`src/rtl/vga_fb_scanout_if.sv`:
```
// Frame-buffer read port: scanout issues address/strobe, external synchronous RAM returns a palette index.
interface vga_fb_scanout_if #(
  parameter int AW = 17
);
  logic [AW-1:0] fb_addr;
  logic          fb_rd;
  logic [3:0]    fb_data;

  modport master (output fb_addr, fb_rd, input fb_data);
  modport slave  (input fb_addr, fb_rd, output fb_data);
endinterface

```
`src/rtl/vga_fb_scanout.sv`:
```
// Frame-buffer scanout: scaled address generation, palette lookup, and sync/enable delay matching
// so RGB and syncs leave aligned MEM_LAT+2 cycles after the sync generator.
module vga_fb_scanout #(
  parameter int   H_PIXELS   = 640,
  parameter int   V_PIXELS   = 480,
  parameter int   SCALE_LOG2 = 1,
  parameter int   MEM_LAT    = 2,
  parameter logic H_POL      = 1'b0,
  parameter logic V_POL      = 1'b0,
  localparam int  FB_W       = H_PIXELS >> SCALE_LOG2,
  localparam int  FB_H       = V_PIXELS >> SCALE_LOG2,
  localparam int  AW         = $clog2(FB_W * FB_H),
  localparam int  CW         = $clog2(H_PIXELS),
  localparam int  RW         = $clog2(V_PIXELS)
) (
  input  logic                    pixel_clk,
  input  logic                    reset_n,
  input  logic                    h_sync_in,
  input  logic                    v_sync_in,
  input  logic                    disp_ena_in,
  input  logic [CW-1:0]           column,
  input  logic [RW-1:0]           row,
  vga_fb_scanout_if.master        fb,
  input  logic                    pal_we,
  input  logic [3:0]              pal_idx,
  input  logic [11:0]             pal_rgb,
  output logic [3:0]              vga_r,
  output logic [3:0]              vga_g,
  output logic [3:0]              vga_b,
  output logic                    vga_hs,
  output logic                    vga_vs,
  output logic                    frame_start,
  output logic                    vblank_start
);

  localparam int L = MEM_LAT + 2;

  logic [L-1:0]  hs_sr, vs_sr, fs_sr;
  // The last enable stage is implicit: the RGB register is already zero whenever it would be low.
  logic [L-2:0]  de_sr;
  logic [AW-1:0] line_base, base_now;
  logic [RW-1:0] row_prev;
  logic [11:0]   palette [16];
  logic [11:0]   rgb;
  logic          fs_in, vb_in;

  always_comb begin
    base_now = line_base;
    if (row == '0 && row_prev != '0)
      base_now = '0;
    else if ((row >> SCALE_LOG2) != (row_prev >> SCALE_LOG2))
      base_now = line_base + AW'(FB_W);
  end

  assign fs_in = disp_ena_in && row == '0 && column == '0;
  assign vb_in = disp_ena_in && row == RW'(V_PIXELS - 1) && column == CW'(H_PIXELS - 1);

  always_ff @(posedge pixel_clk or negedge reset_n) begin
    if (!reset_n) begin
      line_base    <= '0;
      row_prev     <= '0;
      fb.fb_addr   <= '0;
      fb.fb_rd     <= 1'b0;
      hs_sr        <= {L{~H_POL}};
      vs_sr        <= {L{~V_POL}};
      de_sr        <= '0;
      fs_sr        <= '0;
      vblank_start <= 1'b0;
    end else begin
      if (disp_ena_in) begin
        line_base  <= base_now;
        row_prev   <= row;
        fb.fb_addr <= base_now + AW'(column >> SCALE_LOG2);
      end
      fb.fb_rd     <= disp_ena_in;
      hs_sr        <= {hs_sr[L-2:0], h_sync_in};
      vs_sr        <= {vs_sr[L-2:0], v_sync_in};
      de_sr        <= {de_sr[L-3:0], disp_ena_in};
      fs_sr        <= {fs_sr[L-2:0], fs_in};
      vblank_start <= vb_in;
    end
  end

  always_ff @(posedge pixel_clk or negedge reset_n) begin
    if (!reset_n) begin
      for (int unsigned i = 0; i < 16; i++)
        palette[i] <= {3{i[3:0]}};
    end else if (pal_we) begin
      palette[pal_idx] <= pal_rgb;
    end
  end

  // Stage P samples the palette before any same-cycle write lands, so a colliding read sees the old entry.
  always_ff @(posedge pixel_clk or negedge reset_n) begin
    if (!reset_n)
      rgb <= '0;
    else
      rgb <= de_sr[L-2] ? palette[fb.fb_data] : '0;
  end

  assign {vga_r, vga_g, vga_b} = rgb;
  assign vga_hs      = hs_sr[L-1];
  assign vga_vs      = vs_sr[L-1];
  assign frame_start = fs_sr[L-1];

endmodule
```
`src/flat_wrapper.sv`:
```
// flat-port wrapper written by rule: the top's interface ports become plain ports
module vga_fb_scanout_flat 
#(
  parameter int   H_PIXELS   = 640,
  parameter int   V_PIXELS   = 480,
  parameter int   SCALE_LOG2 = 1,
  parameter int   MEM_LAT    = 2,
  parameter logic H_POL      = 1'b0,
  parameter logic V_POL      = 1'b0,
  localparam int  FB_W       = H_PIXELS >> SCALE_LOG2,
  localparam int  FB_H       = V_PIXELS >> SCALE_LOG2,
  localparam int  AW         = $clog2(FB_W * FB_H),
  localparam int  CW         = $clog2(H_PIXELS),
  localparam int  RW         = $clog2(V_PIXELS)
)
  (pixel_clk, reset_n, h_sync_in, v_sync_in, disp_ena_in, column, row, pal_we, pal_idx, pal_rgb, vga_r, vga_g, vga_b, vga_hs, vga_vs, frame_start, vblank_start, fb_fb_addr, fb_fb_rd, fb_fb_data);
  vga_fb_scanout_if fb_i ();
  input  logic pixel_clk;
  input  logic reset_n;
  input  logic h_sync_in;
  input  logic v_sync_in;
  input  logic disp_ena_in;
  input  logic [CW-1:0] column;
  input  logic [RW-1:0] row;
  input  logic pal_we;
  input  logic [3:0] pal_idx;
  input  logic [11:0] pal_rgb;
  output logic [3:0] vga_r;
  output logic [3:0] vga_g;
  output logic [3:0] vga_b;
  output logic vga_hs;
  output logic vga_vs;
  output logic frame_start;
  output logic vblank_start;
  output wire logic [$bits(fb_i.fb_addr)-1:0] fb_fb_addr;
  output wire logic [$bits(fb_i.fb_rd)-1:0] fb_fb_rd;
  input wire logic [$bits(fb_i.fb_data)-1:0] fb_fb_data;
  assign fb_fb_addr = fb_i.fb_addr;
  assign fb_fb_rd = fb_i.fb_rd;
  assign fb_i.fb_data = fb_fb_data;
  vga_fb_scanout #(.H_PIXELS(H_PIXELS), .V_PIXELS(V_PIXELS), .SCALE_LOG2(SCALE_LOG2), .MEM_LAT(MEM_LAT), .H_POL(H_POL), .V_POL(V_POL)) u_core (.pixel_clk(pixel_clk), .reset_n(reset_n), .h_sync_in(h_sync_in), .v_sync_in(v_sync_in), .disp_ena_in(disp_ena_in), .column(column), .row(row), .fb(fb_i), .pal_we(pal_we), .pal_idx(pal_idx), .pal_rgb(pal_rgb), .vga_r(vga_r), .vga_g(vga_g), .vga_b(vga_b), .vga_hs(vga_hs), .vga_vs(vga_vs), .frame_start(frame_start), .vblank_start(vblank_start));
endmodule
```
`config.mk`:
```
export PLATFORM = sky130hd
export DESIGN_NAME = vga_fb_scanout_flat
export DESIGN_NICKNAME = d
export VERILOG_FILES = /design/src/rtl/vga_fb_scanout_if.sv /design/src/rtl/vga_fb_scanout.sv /design/src/flat_wrapper.sv
export SDC_FILE = /design/constraint.sdc
export NUM_CORES = 1
export LEC_CHECK = 0
export BUFFER_PORTS_ARGS = -buffer_cell sky130_fd_sc_hd__buf_4
export CAP_MARGIN = 20
export CORE_MARGIN = 2
export CORE_UTILIZATION = 40
export DETAILED_ROUTE_END_ITERATION = 6
export PLACE_DENSITY = 0.69
export SLEW_MARGIN = 20
export SYNTH_ARGS = -nofsm -noshare
export SYNTH_HDL_FRONTEND = slang
export SYNTH_SLANG_ARGS = --single-unit
```
`constraint.sdc`:
```
create_clock -name pixel_clk -period 7.5 [get_ports pixel_clk]
set_clock_uncertainty 0.2 [all_clocks]
set_input_delay 0.75 -clock pixel_clk [delete_from_list [all_inputs] [get_ports pixel_clk]]
set_output_delay 0.75 -clock pixel_clk [all_outputs]
set_load 0.01 [all_outputs]
```
==> results of run 1 <==
==> Yosys cell counts (2+ instances only) <==
cell type / number
sky130_fd_sc_hd__o2111ai_1: 2
sky130_fd_sc_hd__dfstp_2: 104
sky130_fd_sc_hd__nand3b_1: 2
sky130_fd_sc_hd__and2_1: 24
sky130_fd_sc_hd__mux2_2: 213
sky130_fd_sc_hd__nor4_1: 5
sky130_fd_sc_hd__and3_1: 3
sky130_fd_sc_hd__nand3_1: 11
sky130_fd_sc_hd__nor4_4: 3
sky130_fd_sc_hd__nor3_1: 9
sky130_fd_sc_hd__mux2i_1: 11
sky130_fd_sc_hd__nand4_1: 4
sky130_fd_sc_hd__nand2b_1: 6
sky130_fd_sc_hd__nand2_1: 9
sky130_fd_sc_hd__dfrtp_1: 159
sky130_fd_sc_hd__o211ai_1: 2
sky130_fd_sc_hd__inv_1: 9
sky130_fd_sc_hd__a21oi_1: 28
sky130_fd_sc_hd__nor2_1: 36
sky130_fd_sc_hd__buf_2: 4
sky130_fd_sc_hd__nor2b_1: 2
sky130_fd_sc_hd__buf_1: 5
sky130_fd_sc_hd__clkbuf_1: 39
sky130_fd_sc_hd__ha_1: 10
sky130_fd_sc_hd__o21ai_0: 10
sky130_fd_sc_hd__xnor2_1: 7
sky130_fd_sc_hd__mux2i_2: 2
sky130_fd_sc_hd__a21o_1: 3
sky130_fd_sc_hd__a31oi_1: 2
sky130_fd_sc_hd__mux4_2: 60
sky130_fd_sc_hd__xor2_1: 15
sky130_fd_sc_hd__or3_1: 3
==> power breakdown <==
part,switching [mW],internal (mW)
combinational,0.473,0.588
sequential,0.175,1.83
clock,0.577,0.841
total,1.22,3.26
==> worst register-to-register path, delay by kind of cell, from the launching register on <==
family                     cells  cell delay (ns)
and+or+nand+nor                7             2.01
AOI/OAI and AO/OA              3             0.69
DFF                            1             0.40
adders and majority gates      2             0.40
muxes                          1             0.28
==> cells by family (layout without fill, tap and decap cells) <==
logic type               count (synthesis)  after routing  synth area share
multiplexers                           288            288            0.3206
AND/OR/NAND/NOR                        124            124           0.05722
adder cells (fa/ha/maj)                 11             11           0.01185
XOR/XNOR                                22             22           0.01574
buffers and inverters                   57            141           0.01788
AO/OA/AOI/OAI                           56             56           0.02861
flip-flops                             263            263            0.5481
==> per-stage QoR <==
step | instance area, um^2 | power [mW] | setup slack (ns)
floorplan | 12240 | 2.761 | 3.546
global placement | 13200 | 3.047 | 2.836
detailed placement | 13200 | 3.090 | 2.707
CTS | 14160 | 4.526 | 3.279
global route | 14160 | 4.717 | 2.790
finish | 14160 | 4.483 | 3.231
==> registers in the layout, summed over array words and instances (netlist names) <==
name                 cells
u_core.line_base        17
u_core.row_prev          9
u_core.vblank_start      1
u_core.fs_sr             4
u_core.hs_sr             4
u_core.palette         192
u_core.de_sr             3
u_core.fb.fb_addr       17
u_core.rgb              12
u_core.vs_sr             4
==> how the worst max path moves through the flow <==
stage | from | to | slack [ns] | depth (start not counted)
after global placement | row[3] | u_core.fb.fb_addr[14]$_DFFE_PN0P_ | 2.84 | 14
final | row[3] | u_core.fb.fb_addr[16]$_DFFE_PN0P_ | 3.23 | 14
after global routing | row[3] | u_core.fb.fb_addr[14]$_DFFE_PN0P_ | 2.79 | 14
after floorplan | row[3] | u_core.fb.fb_addr[16]$_DFFE_PN0P_ | 3.55 | 14
after CTS | row[3] | u_core.fb.fb_addr[12]$_DFFE_PN0P_ | 3.28 | 14
after detailed placement | row[3] | u_core.fb.fb_addr[12]$_DFFE_PN0P_ | 2.71 | 14
==> routing by layer <==
metal | routed length (um) | vias to the layer above | GRT usage
met2 | 13230 | 141 | 0.2960
li1 | - | 3162 | -
met1 | 11190 | 3649 | 0.2126
met3 | 1089 | 47 | 0.03265
met4 | 632 | 0 | 0.04472
met5 | 0 | - | 0
==> cell type report <==
cell class / count / area share
tap: 396 / 0.03500
sequential: 263 / 0.4741
multi-input combinational: 501 / 0.3770
inverter: 9 / 0.002386
timing repair buffer: 80 / 0.04384
clock buffer: 42 / 0.05895
clock inverter: 10 / 0.008750
==> flow_metrics.tcl, run 1 <==
set metrics [dict create \
    finish.net_count 939 \
    postSynthAreaPerCell_um2 14.91 \
    cts.sinks 263 \
    globalRoute.totalOverflow 0 \
    worst_path_max_delay_cell "sky130_fd_sc_hd__o41ai_1" \
    dieHeight_um 179.0 \
    syn_to_final_growth_pct 15.61 \
    cts_tree "yes" \
    synthArstFlopShare 1.000 \
    antenna_found_initial 0 \
    total_leakage_power_nw 5.835 \
    startpoint_of_the_lowest_slack_register_to_register_path "u_core.row_prev[1]$_DFFE_PN0P_" \
    synth_top_cell_area_share 0.3250 \
    number_of_diodes 0 \
    syn_area_mm2 0.01224 \
    hold_violations 8 \
    post_synth_inst_count 821 \
    post_drt_wl_per_cell_um 20.10 \
    timing.critical_path.from_type "primary input" \
    finish.cell_count_without_fillers 1301 \
    postCtsResizedCells 0 \
    edff_count_synth 0 \
    tritoncts.num_buffers 28 \
    utilization 0.4664 \
    yosys_most_used_dff "sky130_fd_sc_hd__dfrtp_1" \
    clk_latency_ns 0.55 \
    cell_taking_the_most_area_after_synthesis "sky130_fd_sc_hd__dfrtp_1" \
    outcome "finished, violations left" \
    synth_sequential_area_ratio 0.5481 \
    drt_iter0_markers 469 \
    cts-hold-fix-buffers 0 \
    slowest_delay_ns 0.77 \
    post-place-cells 1249 \
    timing.rr.end "u_core.fb.fb_addr[16]$_DFFE_PN0P_" \
    h-tree-depth 1 \
    final.hold.worst_slack_ns -0.006341 \
    worst-slew-pin-transition_ns 1.041 \
    first_pass_iters 4 \
    dr_total_vias 6999 \
    totalWireLength_um 26150 \
    timing.slew.headroom 0.3052 \
    final.min_clock_period_ns 4.269 \
    crit_chain "buf_4, nor4_1, and3_1, nand2_1, and2_1, ha_1, fa_1, a21o_1, nand3_1, a31oi_1, o41ai_1, or4_1, mux2_4, nand3_2" \
    place.port_buffers 78 \
    synth.yosys.warnings 0 \
    drive_gt1_frac 0.5757 \
    n_fill_cell 2656 \
    critPathBufInv 1 \
    worst_setup_slack_for_register_to_register_paths_ns 3.46 \
    clk_path_buf_depth 3 \
    detailed_place_hpwl_um 15750 \
    drcViolationCount 0 \
    globalplace.congestion 0.7560 \
    fmax_mhz 234.2 \
    wire_length_of_the_first_global_routing_pass_um 41670 \
    die_width_um 179.0 \
    setup_tns_ns 0 \
    peakVddDrop_v 0.0002326 \
    max_cap_viol_count 0 \
    grt_pass1_vias 7401 \
    timing.critical_path.arrival_ns 4.49 \
    area_occupied_by_multi_input_gates_mm2 0.005336 \
    required_ns 7.72 \
    largest_net_degree_at_the_start_of_global_routing 174 \
    rr_worst_depth 13 \
    groute.usage.overall 0.1685 \
    critical_path_class "primary input to flip-flop" \
    postSynthNetCount 877 \
    finalCritPeriodShare 0.5692 \
    crit_path_max_fanout 13 \
    total_i_o_pin_count 79 \
    cells_taking_the_most_area_after_synthesis "sky130_fd_sc_hd__dfrtp_1 32%, sky130_fd_sc_hd__dfstp_2 22%, sky130_fd_sc_hd__mux2_2 20%" \
    cp-end-kind "flip-flop" \
    power.density_mw_per_mm2 316.7 \
    synth_cell_types 51 \
    grt_setup_unrepaired "no" \
    floorplan.initialDensity 0.4034 \
    violations "hold timing" \
    mostFrequentLayoutCells "213 x sky130_fd_sc_hd__mux2_2, 159 x sky130_fd_sc_hd__dfrtp_1, 104 x sky130_fd_sc_hd__dfstp_2, 78 x sky130_fd_sc_hd__buf_4, 60 x sky130_fd_sc_hd__mux4_2" \
    cts.clk_slew.worst_paths_ns 0.06 \
    cpLargestDelayFamily "simple AND/OR/NAND/NOR gates" \
    cts_root_buffer "sky130_fd_sc_hd__clkbuf_16" \
    fp.dieArea_mm2 0.03203 \
    core_area_mm2 0.03035 \
    post_drt_via_cell_ratio 5.380 \
    antenna_violating_nets_post_route 0 \
    placement_rows 64 \
    ys_seq_elements 263 \
    layout_commonest_cell "sky130_fd_sc_hd__mux2_2" \
    post_cts.repair.setup_buffers 0 \
    path_category_of_the_worst_min_delay_check "primary input to async pin" \
    finalMaxSlewViolations 0 \
    sequential_cell_area_mm2 0.006711 \
    setup_viol 0 \
]
Note: power is estimated with default switching activity, not from simulation.
==> inputs of run 2 (changes only) <==
--- a/config.mk
+++ b/config.mk
@@ -10,7 +10,7 @@
 export CORE_MARGIN = 2
 export CORE_UTILIZATION = 40
 export DETAILED_ROUTE_END_ITERATION = 6
-export PLACE_DENSITY = 0.69
+export PLACE_DENSITY = 0.71
 export SLEW_MARGIN = 20
 export SYNTH_ARGS = -nofsm -noshare
 export SYNTH_HDL_FRONTEND = slang
==> constraint.sdc (replaced) <==
create_clock -name pixel_clk -period 3.85 [get_ports pixel_clk]
set_clock_uncertainty 0.2 [all_clocks]
set_input_delay 0.385 -clock pixel_clk [delete_from_list [all_inputs] [get_ports pixel_clk]]
set_output_delay 0.385 -clock pixel_clk [all_outputs]
set_load 0.01 [all_outputs]
==> run 2 against run 1 <==
  * The run now ends clean
  * Largest cell class unchanged
  * Critical endpoint is now u_core.fb.fb_addr[14]$_DFFE_PN0P_
  * Final cell count up 3.5%
  * Global-route usage increased by 0.61 points
  * Clock power rose by 96%
  * Flip-flop and latch count stayed put
  * Largest power group unchanged
  * Register-to-register slack worse by 3.1 ns
  * Highest routed layer unchanged
==> flow_metrics.tcl, run 2 (synthesis results as in run 1) <==
set metrics [dict create \
    timing.final.ws_setup_ns 0.2099 \
    critical_path_class "primary input to flip-flop" \
    cts.sinks 263 \
    setup_viol 0 \
    fmax_mhz 274.7 \
    total_i_o_pin_count 79 \
    clk_latency_ns 0.53 \
    reg_top3 "u_core.palette x192, u_core.fb.fb_addr x17, u_core.line_base x17" \
    rr_worst_depth 14 \
    groute.usage.overall 0.1746 \
    h-tree-depth 1 \
    globalRoute.totalOverflow 0 \
    net-switching-power_mw 2.383 \
    worst_setup_path_endpoint "u_core.fb.fb_addr[14]$_DFFE_PN0P_" \
    path_category_of_the_worst_min_delay_check "primary input to flip-flop" \
    hold_violations 0 \
    final.min_clock_period_ns 3.640 \
    peakVddDrop_v 0.0003349 \
    post-route-cell-area_mm2 0.01459 \
    power.switching_fraction 0.2702 \
    cts_root_buffer "sky130_fd_sc_hd__clkbuf_16" \
    fp.dieArea_mm2 0.03203 \
    power.share.clock 0.316 \
    syn_to_final_growth_pct 19.17 \
    setup_tns_ns 0 \
    tritoncts.num_buffers 27 \
    required_ns 4.10 \
    wire_length_of_the_first_global_routing_pass_um 43130 \
    dp_slack_ns 0.1171 \
    worst-slew-pin-transition_ns 1.020 \
    finish.net_count 986 \
    mostFrequentLayoutCells "213 x sky130_fd_sc_hd__mux2_2, 159 x sky130_fd_sc_hd__dfrtp_1, 104 x sky130_fd_sc_hd__dfstp_2, 98 x sky130_fd_sc_hd__buf_4, 60 x sky130_fd_sc_hd__mux4_2" \
    design_power_total_mw 8.817 \
    max_cap_viol_count 0 \
    largest_register_ff_count 192 \
    largest_net_degree_at_the_start_of_global_routing 117 \
    detailed_place.area_mm2 0.01337 \
    finalCritPeriodShare 0.9455 \
    post_drt_via_cell_ratio 5.421 \
    crit_path_max_fanout 6 \
    die_width_um 179.0 \
    core_area_mm2 0.03035 \
    drive_gt1_frac 0.5668 \
    final.hold.worst_slack_ns 0.01833 \
    p_comb_frac 0.240 \
    finish.cell_count_without_fillers 1347 \
    totalWireLength_um 27060 \
    antenna_violating_nets_post_route 0 \
    drcViolationCount 0 \
    grt_pass1_vias 7665 \
    startpoint_of_the_lowest_slack_register_to_register_path "u_core.row_prev[1]$_DFFE_PN0P_" \
    antenna_found_initial 0 \
    layout_commonest_cell "sky130_fd_sc_hd__mux2_2" \
    utilization 0.4808 \
    timing.slew.headroom 0.3202 \
    grt_setup_unrepaired "no" \
    timing.rr.end "u_core.fb.fb_addr[16]$_DFFE_PN0P_" \
    finalMaxSlewViolations 0 \
    globalplace.congestion 0.8039 \
    max_flop_register "u_core.palette" \
    power.density_mw_per_mm2 604.2 \
    internal-power_mw 6.434 \
    post-place-cells 1271 \
    place.port_buffers 78 \
    floorplan.initialDensity 0.4034 \
    share_seq_of_total_power 0.444 \
    holdCritStartpoint "pal_rgb[8]" \
    number_of_diodes 0 \
    worst_setup_slack_for_register_to_register_paths_ns 0.39 \
    timing.critical_path.arrival_ns 3.89 \
    clk_path_buf_depth 3 \
    cts.clk_slew.worst_paths_ns 0.06 \
    cts_tree "yes" \
    detailed_place_hpwl_um 17020 \
    outcome "completed" \
    timing.critical_path.from_type "primary input" \
    placement_rows 64 \
    first_pass_iters 5 \
    drt_iter0_markers 425 \
    total_leakage_power_nw 6.080 \
    dieHeight_um 179.0 \
    post_drt_wl_per_cell_um 20.09 \
    worst_setup_path_startpoint "row[3]" \
    dr_total_vias 7302 \
    cp-end-kind "flip-flop" \
]
==> run 2: cell types whose count changed in the layout (fill, tap and decap cells not counted), moves of 2 or more <==
cell / change
sky130_fd_sc_hd__dlygate4sd3_1: +26
sky130_fd_sc_hd__buf_4: +20
sky130_fd_sc_hd__nor2_1: +9
sky130_fd_sc_hd__nor2_2: -9
sky130_fd_sc_hd__clkinv_2: +6
sky130_fd_sc_hd__clkbuf_1: -5
sky130_fd_sc_hd__bufinv_16: +3
sky130_fd_sc_hd__clkbuf_8: -3
sky130_fd_sc_hd__buf_12: +2
sky130_fd_sc_hd__clkbuf_16: -2
==> run 2: final cells by class <==
| type | instances | area, um^2 |
|---|---|---|
| clock buffers | 32 | 724.4 |
| clock inverters | 18 | 229.0 |
| fillers | 2579 | 15760 |
| inverters | 9 | 33.78 |
| multi-input cells | 501 | 5326 |
| flip-flops and latches | 263 | 6711 |
| well taps | 396 | 495.5 |
| repair buffers | 128 | 1071 |
==> run 2: worst min path at each step <==
| stage | cells past startpoint | slack, ns | to |
|---|---|---|---|
| 2_1_floorplan | 0 | -0.11 | u_core.de_sr[0]$_DFF_PN0_ |
| 3_3_place_gp | 0 | 0.13 | u_core.fs_sr[1]$_DFF_PN0_ |
| 3_5_place_dp | 0 | 0.13 | u_core.de_sr[2]$_DFF_PN0_ |
| 4_1_cts | 2 | 0.00006 | u_core.palette[140]$_DFFE_PN0P_ |
| 5_1_grt | 2 | 0.01 | u_core.palette[176]$_DFFE_PN1P_ |
| 6_report | 2 | 0.02 | u_core.palette[140]$_DFFE_PN0P_ |
==> run 2: routing by layer <==
metal / up-vias / GRT usage / part of all wire
met3: 47 / 0.02905 / 0.046
met4: 0 / 0.05251 / 0.027
met2: 187 / 0.2944 / 0.49
li1: 3261 / - / -
met1: 3807 / 0.2315 / 0.43
met5: - / 0 / 0
==> run 2: power groups by stage <==
| stage | Clock [mW] | Sequential, mW | Combinational (mW) |
|---|---|---|---|
| 2_1_floorplan | 0 | 3.88 | 1.50 |
| 3_3_place_gp | 0 | 3.92 | 2.04 |
| 3_5_place_dp | 0 | 3.95 | 2.11 |
| 4_1_cts | 2.85 | 3.91 | 2.14 |
| 5_1_grt | 2.98 | 4.00 | 2.32 |
| 6_report | 2.79 | 3.91 | 2.12 |
==> run 2: worst max-delay path, stage by stage <==
cell	delay, ns
sky130_fd_sc_hd__dlygate4sd3_1	0.54
sky130_fd_sc_hd__buf_4	0.15
sky130_fd_sc_hd__nor4_2	0.30
sky130_fd_sc_hd__and3_1	0.22
sky130_fd_sc_hd__nand2_1	0.13
sky130_fd_sc_hd__and2_1	0.20
sky130_fd_sc_hd__ha_1	0.21
sky130_fd_sc_hd__fa_1	0.40
sky130_fd_sc_hd__a21o_1	0.21
sky130_fd_sc_hd__nand3_1	0.15
sky130_fd_sc_hd__a31oi_2	0.13
sky130_fd_sc_hd__o41ai_1	0.31
sky130_fd_sc_hd__buf_4	0.20
sky130_fd_sc_hd__nor4_1	0.05
sky130_fd_sc_hd__xor2_1	0.16
sky130_fd_sc_hd__a21oi_1	0.15
==> run 2: what timing repair did <==
item,CTS,global route
resized for setup,0,2
setup buffers,0,0
setup endpoints to repair,0,4
endpoints found under the hold margin,124,0
hold buffers,26,0
